[config.mk]
export PLATFORM = sky130hd
export DESIGN_NAME = id_ex_stage_flat
export DESIGN_NICKNAME = d
export VERILOG_FILES = /design/src/rtl/id_ex_stage_pkg.sv /design/src/rtl/id_ex_stage_if.sv /design/src/rtl/id_ex_stage_fwd_mux.sv /design/src/rtl/id_ex_stage.sv /design/src/flat_wrapper.sv
export SDC_FILE = /design/constraint.sdc
export NUM_CORES = 1
export LEC_CHECK = 0
export BUFFER_PORTS_ARGS = -buffer_cell sky130_fd_sc_hd__buf_2
export CELL_PAD_IN_SITES_DETAIL_PLACEMENT = 0
export CELL_PAD_IN_SITES_GLOBAL_PLACEMENT = 1
export CORE_MARGIN = 8
export CORE_UTILIZATION = 38
export DETAILED_ROUTE_END_ITERATION = 12
export MAX_ROUTING_LAYER = met4
export PLACE_DENSITY_LB_ADDON = 0.1
export SYNTH_ARGS = -nofsm -noshare
export SYNTH_HDL_FRONTEND = slang
export SYNTH_SLANG_ARGS = --single-unit
[constraint.sdc]
create_clock -name clk -period 4.3 [get_ports clk]
set_clock_uncertainty 0.1 [all_clocks]
set_input_delay 0.215 -clock clk [delete_from_list [all_inputs] [get_ports clk]]
set_output_delay 0.215 -clock clk [all_outputs]
set_load 0.02 [all_outputs]
[src/rtl/id_ex_stage_pkg.sv]
// Shared widths, ALU operation codes and the bubble control word for the ID/EX stage.
package id_ex_stage_pkg;

  localparam int DEF_DATA_W = 32;
  localparam int DEF_REG_W  = 5;
  localparam int DEF_OP_W   = 6;
  localparam int PC_W       = 32;

  localparam logic [DEF_OP_W-1:0] ALU_ADDU = 6'd0;
  localparam logic [DEF_OP_W-1:0] ALU_SUBU = 6'd1;
  localparam logic [DEF_OP_W-1:0] ALU_ORR  = 6'd2;
  localparam logic [DEF_OP_W-1:0] ALU_LUI  = 6'd3;
  localparam logic [DEF_OP_W-1:0] ALU_EQU  = 6'd4;

  typedef struct packed {
    logic valid;
    logic reg_write;
    logic src_b;
  } ctrl_t;

  localparam ctrl_t CTRL_BUBBLE = '{valid: 1'b0, reg_write: 1'b0, src_b: 1'b0};

endpackage

[src/rtl/id_ex_stage_if.sv]
// Bundle of decode-side inputs, producer tuples, hazard controls and ALU-side outputs.
interface id_ex_stage_if
  import id_ex_stage_pkg::*;
#(
  parameter int DATA_W = DEF_DATA_W,
  parameter int REG_W  = DEF_REG_W,
  parameter int OP_W   = DEF_OP_W
);
  logic              stall;
  logic              flush;
  logic              idValid;
  logic [PC_W-1:0]   idPc;
  logic [DATA_W-1:0] idRsVal;
  logic [DATA_W-1:0] idRtVal;
  logic [DATA_W-1:0] idImm;
  logic [REG_W-1:0]  idRs;
  logic [REG_W-1:0]  idRt;
  logic [OP_W-1:0]   idAluOp;
  logic              idSrcB;
  logic              idRegWrite;
  logic [REG_W-1:0]  idWriteReg;
  logic              memRegWrite;
  logic [REG_W-1:0]  memWriteReg;
  logic [DATA_W-1:0] memData;
  logic              wbRegWrite;
  logic [REG_W-1:0]  wbWriteReg;
  logic [DATA_W-1:0] wbData;
  logic [DATA_W-1:0] aluA;
  logic [DATA_W-1:0] aluB;
  logic [OP_W-1:0]   aluOp;
  logic [DATA_W-1:0] exRtVal;
  logic              exValid;
  logic [PC_W-1:0]   exPc;
  logic              exRegWrite;
  logic [REG_W-1:0]  exWriteReg;

  modport master (
    output stall, flush, idValid, idPc, idRsVal, idRtVal, idImm, idRs, idRt,
           idAluOp, idSrcB, idRegWrite, idWriteReg,
           memRegWrite, memWriteReg, memData, wbRegWrite, wbWriteReg, wbData,
    input  aluA, aluB, aluOp, exRtVal, exValid, exPc, exRegWrite, exWriteReg
  );

  modport slave (
    input  stall, flush, idValid, idPc, idRsVal, idRtVal, idImm, idRs, idRt,
           idAluOp, idSrcB, idRegWrite, idWriteReg,
           memRegWrite, memWriteReg, memData, wbRegWrite, wbWriteReg, wbData,
    output aluA, aluB, aluOp, exRtVal, exValid, exPc, exRegWrite, exWriteReg
  );

endinterface

[src/rtl/id_ex_stage_fwd_mux.sv]
// Operand forwarding select: nearest matching producer wins, register 0 never forwards.
module id_ex_stage_fwd_mux #(
  parameter int DATA_W = 32,
  parameter int REG_W  = 5
) (
  input  logic [REG_W-1:0]  idx,
  input  logic              mem_we,
  input  logic [REG_W-1:0]  mem_reg,
  input  logic [DATA_W-1:0] mem_data,
  input  logic              wb_we,
  input  logic [REG_W-1:0]  wb_reg,
  input  logic [DATA_W-1:0] wb_data,
  input  logic [DATA_W-1:0] stored,
  output logic [DATA_W-1:0] sel
);

  logic nonzero;
  assign nonzero = (idx != '0);

  always_comb begin
    sel = stored;
    if (nonzero && mem_we && (mem_reg == idx)) begin
      sel = mem_data;
    end else if (nonzero && wb_we && (wb_reg == idx)) begin
      sel = wb_data;
    end
  end

endmodule

[src/rtl/id_ex_stage.sv]
// ID/EX pipeline register with EX/MEM and MEM/WB operand forwarding onto the ALU inputs.
module id_ex_stage
  import id_ex_stage_pkg::*;
#(
  parameter int DATA_W = DEF_DATA_W,
  parameter int REG_W  = DEF_REG_W,
  parameter int OP_W   = DEF_OP_W
) (
  input  logic         clk,
  input  logic         reset_n,
  id_ex_stage_if.slave bus
);

  ctrl_t             ctrl_p0;
  logic [PC_W-1:0]   pc_p0;
  logic [DATA_W-1:0] rs_val_p0;
  logic [DATA_W-1:0] rt_val_p0;
  logic [DATA_W-1:0] imm_p0;
  logic [REG_W-1:0]  rs_p0;
  logic [REG_W-1:0]  rt_p0;
  logic [OP_W-1:0]   op_p0;
  logic [REG_W-1:0]  wreg_p0;

  logic [DATA_W-1:0] rs_fwd;
  logic [DATA_W-1:0] rt_fwd;

  id_ex_stage_fwd_mux #(.DATA_W(DATA_W), .REG_W(REG_W)) u_fwd_rs (
    .idx      (rs_p0),
    .mem_we   (bus.memRegWrite),
    .mem_reg  (bus.memWriteReg),
    .mem_data (bus.memData),
    .wb_we    (bus.wbRegWrite),
    .wb_reg   (bus.wbWriteReg),
    .wb_data  (bus.wbData),
    .stored   (rs_val_p0),
    .sel      (rs_fwd)
  );

  id_ex_stage_fwd_mux #(.DATA_W(DATA_W), .REG_W(REG_W)) u_fwd_rt (
    .idx      (rt_p0),
    .mem_we   (bus.memRegWrite),
    .mem_reg  (bus.memWriteReg),
    .mem_data (bus.memData),
    .wb_we    (bus.wbRegWrite),
    .wb_reg   (bus.wbWriteReg),
    .wb_data  (bus.wbData),
    .stored   (rt_val_p0),
    .sel      (rt_fwd)
  );

  // ID -> EX boundary: flush beats stall beats load; a stall re-captures forwarded values
  // so a producer retiring mid-stall is not lost.
  always_ff @(posedge clk or negedge reset_n) begin
    if (!reset_n) begin
      ctrl_p0   <= CTRL_BUBBLE;
      pc_p0     <= '0;
      rs_val_p0 <= '0;
      rt_val_p0 <= '0;
      imm_p0    <= '0;
      rs_p0     <= '0;
      rt_p0     <= '0;
      op_p0     <= OP_W'(ALU_ADDU);
      wreg_p0   <= '0;
    end else if (bus.flush) begin
      ctrl_p0   <= CTRL_BUBBLE;
      pc_p0     <= '0;
      rs_val_p0 <= '0;
      rt_val_p0 <= '0;
      imm_p0    <= '0;
      rs_p0     <= '0;
      rt_p0     <= '0;
      op_p0     <= OP_W'(ALU_ADDU);
      wreg_p0   <= '0;
    end else if (bus.stall) begin
      rs_val_p0 <= rs_fwd;
      rt_val_p0 <= rt_fwd;
    end else begin
      ctrl_p0.valid     <= bus.idValid;
      ctrl_p0.reg_write <= bus.idRegWrite;
      ctrl_p0.src_b     <= bus.idSrcB;
      pc_p0             <= bus.idPc;
      rs_val_p0         <= bus.idRsVal;
      rt_val_p0         <= bus.idRtVal;
      imm_p0            <= bus.idImm;
      rs_p0             <= bus.idRs;
      rt_p0             <= bus.idRt;
      op_p0             <= bus.idAluOp;
      wreg_p0           <= bus.idWriteReg;
    end
  end

  assign bus.aluA       = rs_fwd;
  assign bus.exRtVal    = rt_fwd;
  assign bus.aluB       = ctrl_p0.src_b ? imm_p0 : rt_fwd;
  assign bus.aluOp      = op_p0;
  assign bus.exValid    = ctrl_p0.valid;
  assign bus.exPc       = pc_p0;
  assign bus.exRegWrite = ctrl_p0.reg_write;
  assign bus.exWriteReg = wreg_p0;

endmodule
[src/flat_wrapper.sv]
// flat-port wrapper written by rule: the top's interface ports become plain ports
module id_ex_stage_flat import id_ex_stage_pkg::*;
#(
  parameter int DATA_W = DEF_DATA_W,
  parameter int REG_W  = DEF_REG_W,
  parameter int OP_W   = DEF_OP_W
)
  (clk, reset_n, bus_stall, bus_flush, bus_idValid, bus_idPc, bus_idRsVal, bus_idRtVal, bus_idImm, bus_idRs, bus_idRt, bus_idAluOp, bus_idSrcB, bus_idRegWrite, bus_idWriteReg, bus_memRegWrite, bus_memWriteReg, bus_memData, bus_wbRegWrite, bus_wbWriteReg, bus_wbData, bus_aluA, bus_aluB, bus_aluOp, bus_exRtVal, bus_exValid, bus_exPc, bus_exRegWrite, bus_exWriteReg);
  id_ex_stage_if #(.DATA_W(DATA_W), .REG_W(REG_W), .OP_W(OP_W)) bus_i ();
  input  logic clk;
  input  logic reset_n;
  input wire logic [$bits(bus_i.stall)-1:0] bus_stall;
  input wire logic [$bits(bus_i.flush)-1:0] bus_flush;
  input wire logic [$bits(bus_i.idValid)-1:0] bus_idValid;
  input wire logic [$bits(bus_i.idPc)-1:0] bus_idPc;
  input wire logic [$bits(bus_i.idRsVal)-1:0] bus_idRsVal;
  input wire logic [$bits(bus_i.idRtVal)-1:0] bus_idRtVal;
  input wire logic [$bits(bus_i.idImm)-1:0] bus_idImm;
  input wire logic [$bits(bus_i.idRs)-1:0] bus_idRs;
  input wire logic [$bits(bus_i.idRt)-1:0] bus_idRt;
  input wire logic [$bits(bus_i.idAluOp)-1:0] bus_idAluOp;
  input wire logic [$bits(bus_i.idSrcB)-1:0] bus_idSrcB;
  input wire logic [$bits(bus_i.idRegWrite)-1:0] bus_idRegWrite;
  input wire logic [$bits(bus_i.idWriteReg)-1:0] bus_idWriteReg;
  input wire logic [$bits(bus_i.memRegWrite)-1:0] bus_memRegWrite;
  input wire logic [$bits(bus_i.memWriteReg)-1:0] bus_memWriteReg;
  input wire logic [$bits(bus_i.memData)-1:0] bus_memData;
  input wire logic [$bits(bus_i.wbRegWrite)-1:0] bus_wbRegWrite;
  input wire logic [$bits(bus_i.wbWriteReg)-1:0] bus_wbWriteReg;
  input wire logic [$bits(bus_i.wbData)-1:0] bus_wbData;
  output wire logic [$bits(bus_i.aluA)-1:0] bus_aluA;
  output wire logic [$bits(bus_i.aluB)-1:0] bus_aluB;
  output wire logic [$bits(bus_i.aluOp)-1:0] bus_aluOp;
  output wire logic [$bits(bus_i.exRtVal)-1:0] bus_exRtVal;
  output wire logic [$bits(bus_i.exValid)-1:0] bus_exValid;
  output wire logic [$bits(bus_i.exPc)-1:0] bus_exPc;
  output wire logic [$bits(bus_i.exRegWrite)-1:0] bus_exRegWrite;
  output wire logic [$bits(bus_i.exWriteReg)-1:0] bus_exWriteReg;
  assign bus_i.stall = bus_stall;
  assign bus_i.flush = bus_flush;
  assign bus_i.idValid = bus_idValid;
  assign bus_i.idPc = bus_idPc;
  assign bus_i.idRsVal = bus_idRsVal;
  assign bus_i.idRtVal = bus_idRtVal;
  assign bus_i.idImm = bus_idImm;
  assign bus_i.idRs = bus_idRs;
  assign bus_i.idRt = bus_idRt;
  assign bus_i.idAluOp = bus_idAluOp;
  assign bus_i.idSrcB = bus_idSrcB;
  assign bus_i.idRegWrite = bus_idRegWrite;
  assign bus_i.idWriteReg = bus_idWriteReg;
  assign bus_i.memRegWrite = bus_memRegWrite;
  assign bus_i.memWriteReg = bus_memWriteReg;
  assign bus_i.memData = bus_memData;
  assign bus_i.wbRegWrite = bus_wbRegWrite;
  assign bus_i.wbWriteReg = bus_wbWriteReg;
  assign bus_i.wbData = bus_wbData;
  assign bus_aluA = bus_i.aluA;
  assign bus_aluB = bus_i.aluB;
  assign bus_aluOp = bus_i.aluOp;
  assign bus_exRtVal = bus_i.exRtVal;
  assign bus_exValid = bus_i.exValid;
  assign bus_exPc = bus_i.exPc;
  assign bus_exRegWrite = bus_i.exRegWrite;
  assign bus_exWriteReg = bus_i.exWriteReg;
  id_ex_stage #(.DATA_W(DATA_W), .REG_W(REG_W), .OP_W(OP_W)) u_core (.clk(clk), .reset_n(reset_n), .bus(bus_i));
endmodule
== Word level (Yosys, flattened, before mapping) ==
Cells that the tools add are included.
Word-level totals
  output and inout port bits: 141
  register bits: 152
  bits of input ports: 232
  memories: 0
  bits in writable memories: 0
  bits in latches: 0
  word-level logic and storage cells: 49
  ROM bits: 0
Operators by class
  mux-type cells: 23
  bitwise logic cells: 0
  multiply operators: 0
  equality and inequality tests: 5
  shift operators: 0
  $lt $le $gt $ge: 0
  div/mod/pow operators: 0
  reductions and logical operators: 10
  $add $sub $neg: 0
Operators with widths (number)
  two-way mux 32 bit: 13
  two-way mux 5 bit: 6
  equality test 5 bit: 4
  two-way mux 6 bit: 2
  nonzero test 5 bit: 2
  logical AND 1 bit: 8
  two-way mux 3 bit: 2
  != test 2 x 1 -> 1 bit, second input constant: 1

== Depth between registers and ports, before layout ==
  depth in word-level cells: 7
  gate-level depth with buffers: 7

== Modules after synthesis ==
From an unflattened synthesis, not the netlist that was laid out.
Unflattened totals
  cell total of the unflattened synthesis: 864
  area total of the unflattened synthesis: 8483.1 sq um
By module, submodules not included
  id_ex_stage: area each 6586.3 sq um, seq. area each 3803.6 sq um, cells each 526, times used 1
  id_ex_stage_fwd_mux: area each 948.4 sq um, seq. area each 0.0 sq um, cells each 169, times used 2

== Least setup slack after synthesis ==
No wires, ideal clock.
  path kind: flip-flop to output port
  start: reg u_core.rt_p0[3]
  end: out bus_aluB[11]
  path slack: 1.907 ns
  cell stages (with the launch flop): 7
  arrival: 2.078 ns
  required time: 3.985 ns
  path through: dfrtp_1 xor2_1 nor3_1 o2111ai_4 buf_8 mux2i_1 a221oi_1
Between the ends
  word-level cells in the longest chain between the ends: 6
  elaborated cells on any way between the ends: 10
  classes of those cells: 2 x eq/ne; 3 x mux; 5 x reduce/logical
Ends and longest elaborated chain
  start, declared: RTL line id_ex_stage.sv:20  | logic [REG_W-1:0] rt_p0;
  start signal, assigned: RTL line id_ex_stage.sv:86  | rt_p0 <= bus.idRt;
  nonzero test 5 bit: RTL line id_ex_stage_fwd_mux.sv:18  | assign nonzero = (idx != '0);
  logical AND 1 bit (2 in a row): RTL line id_ex_stage_fwd_mux.sv:24  | end else if (nonzero && wb_we && (wb_reg == idx)) begin
  two-way mux 32 bit: RTL line id_ex_stage_fwd_mux.sv:24
  two-way mux 32 bit (*): RTL line id_ex_stage_fwd_mux.sv:22  | if (nonzero && mem_we && (mem_reg == idx)) begin
  two-way mux 32 bit (*): RTL line id_ex_stage.sv:94  | assign bus.aluB = ctrl_p0.src_b ? imm_p0 : rt_fwd;
  end, declared: RTL line flat_wrapper.sv:32  | output wire logic [$bits(bus_i.aluB)-1:0] bus_aluB;
Every way passes the cells marked *; elsewhere a longest branch is shown, timed or not.

== Worst setup path in the final report ==
  start: reg u_core.rt_p0[1]
  end: out bus_aluB[31]
Same word-level chain as after synthesis.

==> impl_metrics.py <==
metrics = {
    "outcome": {
        "status": "complete, no violations",
    },
    "sta": {
        "finalSetupTns_ns": 0,
        "max_freq_mhz": 287.5,
        "worstMarginPinSlew_ns": 1.025,
        "fin_crit_sh_pct": 80.88,
        "rsz0062_at_grt": "no",
        "setup_ws_ns": 0.8220,
        "layout_min_cycle_time_ns": 3.478,
        "slew_violations": 0,
        "relSlewSlack_pct": 31.70,
        "hold_violations": 0,
        "final-setup-viol-count": 0,
    },
    "clock_network": {
        "clk_latency_ns": 0.42,
        "cts-root-buf": "clkbuf_16",
        "htree_levels": 4,
        "path_clk_slew_ns": 0.06,
        "cts_tree": "done",
        "clock_path_buffers": 2,
        "cts_setup_buffers": 0,
        "cts_sinks": 152,
        "cts_buffers": 17,
    },
    "logic_synthesis": {
        "synth_seq_area_share_pct": 44.26,
        "yosysTopAreaCellShare_pct": 44.26,
        "syn_area_per_cell_um2": 9.571,
        "synth.most_common_cell": "nor2_1",
        "syn_nets": 1130,
        "yosysWarningCount": 0,
        "synth_ff_type": "dfrtp_1",
        "ys_top_cells_by_count": "nor2_1, dfrtp_1, mux2i_1",
        "ys_ff_latch": 152,
        "netlist_instances": 898,
        "syn_area_um2": 8594,
        "synth-edff-count": 0,
        "synthArstFlopShare_pct": 100.0,
        "synth_top_area_cell": "dfrtp_1",
        "synth_cell_types": 31,
        "synth.area.top_cells": "dfrtp_1, mux2i_1, nor2_1",
    },
    "floorplanning": {
        "start_util_pct": 38.31,
        "dieArea_um2": 27690,
        "io_pins": 373,
        "core_um2": 22430,
        "die_width_um": 166.4,
        "chipHeight_um": 166.4,
        "row_count": 55,
    },
    "critical_path": {
        "startpoint_type": "register",
        "worstRegToRegCells": 7,
        "crit_path_max_fanout": 68,
        "critPathCaptureType": "output port",
        "crit_arrival_ns": 3.16,
        "crit_type": "register to output port",
        "cp.required_ns": 3.98,
    },
    "route": {
        "ant_nets": 0,
        "routedWlPerCell_um": 20.47,
        "route.detailed.drc": 0,
        "viasPerCell": 5.235,
        "routed_wirelength_um": 34500,
        "vias": 8821,
        "drtIter0Drc": 587,
        "first_pass_iters": 12,
    },
    "power": {
        "power_frac_comb_pct": 23.2,
        "sequentialPowerShare_pct": 39.1,
        "p_int_w": 0.002753,
        "pwr-share-clk_pct": 37.8,
        "vdd_ir_drop_max_v": 0.0002593,
        "p_per_area_nw_per_um2": 312.7,
        "power_w": 0.003992,
        "p_leak_nw": 6.500,
        "p_sw_share_pct": 31.04,
        "p_sw_w": 0.001239,
    },
    "placement": {
        "hpwl_um": 23790,
        "preCtsSetupSlack_ns": 1.291,
        "gp_congestion": 0.8513,
        "io_buffers": 372,
    },
    "grt": {
        "grt_max_degree": 97,
        "grt-ovfl-total": 0,
        "antenna_found_initial": 8,
        "grt_pass1_vias": 9778,
        "grt_first_pass_wirelength_um": 54590,
        "grt_util_all_layers_pct": 25.39,
    },
    "run": {
        "drv_cap": 0,
    },
    "cells_and_area": {
        "seqCellArea_um2": 3805,
        "final_layout_size_suffix_gt1_share_pct": 31.87,
        "fillers": 2061,
        "area_delta_synth_final_pct": 48.54,
        "multi_input_area_um2": 4338,
        "postLayoutCoreUtil_pct": 56.90,
        "nNetsFinal": 1609,
    },
    "hold_path": {
        "min_path_cells": 3,
        "worstHoldPathType": "input pin to register",
    },
}
per-stage QoR:
step	cells	hold WS [ns]	cell area, um2
after floorplan	898	-0.1806	8594
after global placement	1491	0.2994	10630
after detailed placement	1491	0.2909	10630
after CTS	1675	0.02648	12740
after global routing	1683	0.04590	12760
final	1685	0.04384	12770
cells in the final DEF, fill, tap and decap left out, types with 2 or more instances in the layout:
cell type / n
inv_1: 32
clkinv_4: 3
a221oi_1: 19
diode_2: 10
or2_2: 2
nand3b_1: 31
buf_2: 369
clkbuf_16: 17
xnor2_1: 7
buf_12: 2
xor2_1: 9
o221ai_1: 64
mux2i_1: 152
and2_1: 2
clkbuf_8: 2
buf_4: 14
nor3_1: 36
dfrtp_1: 151
a21oi_1: 64
inv_6: 6
a221oi_2: 13
buf_6: 2
dlygate4sd3_1: 152
nor2_1: 152
nand2_1: 70
o21ai_0: 2
cell type report:
| class | count | area share (%) |
|---|---|---|
| Antenna cell | 10 | 0.1960 |
| Clock inverter | 13 | 1.039 |
| Tap cell | 285 | 2.793 |
| Clock buffer | 19 | 3.548 |
| Sequential cell | 152 | 29.80 |
| Inverter | 32 | 0.9409 |
| Multi-Input combinational cell | 635 | 33.98 |
| Timing Repair Buffer | 539 | 27.70 |
power by group through the flow:
| stage | Sequential (W) | Combinational, W | Clock, W |
|---|---|---|---|
| after floorplan | 0.00160 | 0.000428 | 0 |
| after global placement | 0.00158 | 0.000815 | 0 |
| after detailed placement | 0.00158 | 0.000817 | 0 |
| after CTS | 0.00156 | 0.000930 | 0.00155 |
| after global routing | 0.00157 | 0.00100 | 0.00160 |
| final | 0.00156 | 0.000924 | 0.00151 |
worst max-delay path, stage by stage (launching register included):
cell and delay [ns]:
dfrtp_1 0.41, or2_2 0.30, o21ai_0 0.47, nand3_4 0.58, buf_12 0.41, nor3_1 0.26
a221oi_2 0.05, buf_2 0.22
path summary, 6_finish.rpt:
check                                  endpoint                from  slack (ns)
min in group asynchronous  u_core.rs_val_p0[23]             reset_n        0.32
setup / recovery                   bus_aluB[31]     u_core.rt_p0[1]        0.82
max in group asynchronous  u_core.rs_val_p0[29]             reset_n        2.67
hold / removal             u_core.rs_val_p0[29]      bus_wbData[29]        0.04
hold reg to reg              u_core.bus.exValid  u_core.bus.exValid        0.43
setup reg to reg            u_core.rt_val_p0[5]     u_core.rt_p0[1]        1.31
what timing repair did:
action / 4_1_cts / 5_1_grt
setup endpoints to repair: 0 / 0
hold buffers: 152 / 0
endpoints found under the hold margin: 245 / 0
resized for setup: 0 / 0
state kept, by name (all words and copies together) (netlist names), 5 cells and up:
name	flops
u_core.bus.aluOp	6
u_core.bus.exWriteReg	5
u_core.imm_p0	32
u_core.rt_p0	5
u_core.rt_val_p0	32
u_core.rs_p0	5
u_core.rs_val_p0	32
u_core.bus.exPc	32
per-layer routing:
| layer | up-vias | global-route usage, % | part of all wire (%) |
|---|---|---|---|
| li1 | 4186 | - | - |
| met1 | 4261 | 29.65 | 42 |
| met2 | 327 | 42.37 | 50 |
| met3 | 47 | 6.299 | 6.1 |
| met4 | 0 | 8.304 | 2.3 |
| met5 | - | - | 0 |
cell families (layout without fill, tap and decap cells):
kind of cell / count (synthesis) / count (layout) / synth area share (%)
simple gates: 302 / 302 / 15.55
compound gates: 165 / 165 / 15.18
mux: 152 / 152 / 17.70
flops: 152 / 152 / 44.26
buf+inv: 111 / 603 / 5.678
xor+xnor: 16 / 16 / 1.631
other cells: 0 / 10 / 0
(Power assumes the default switching activity.)
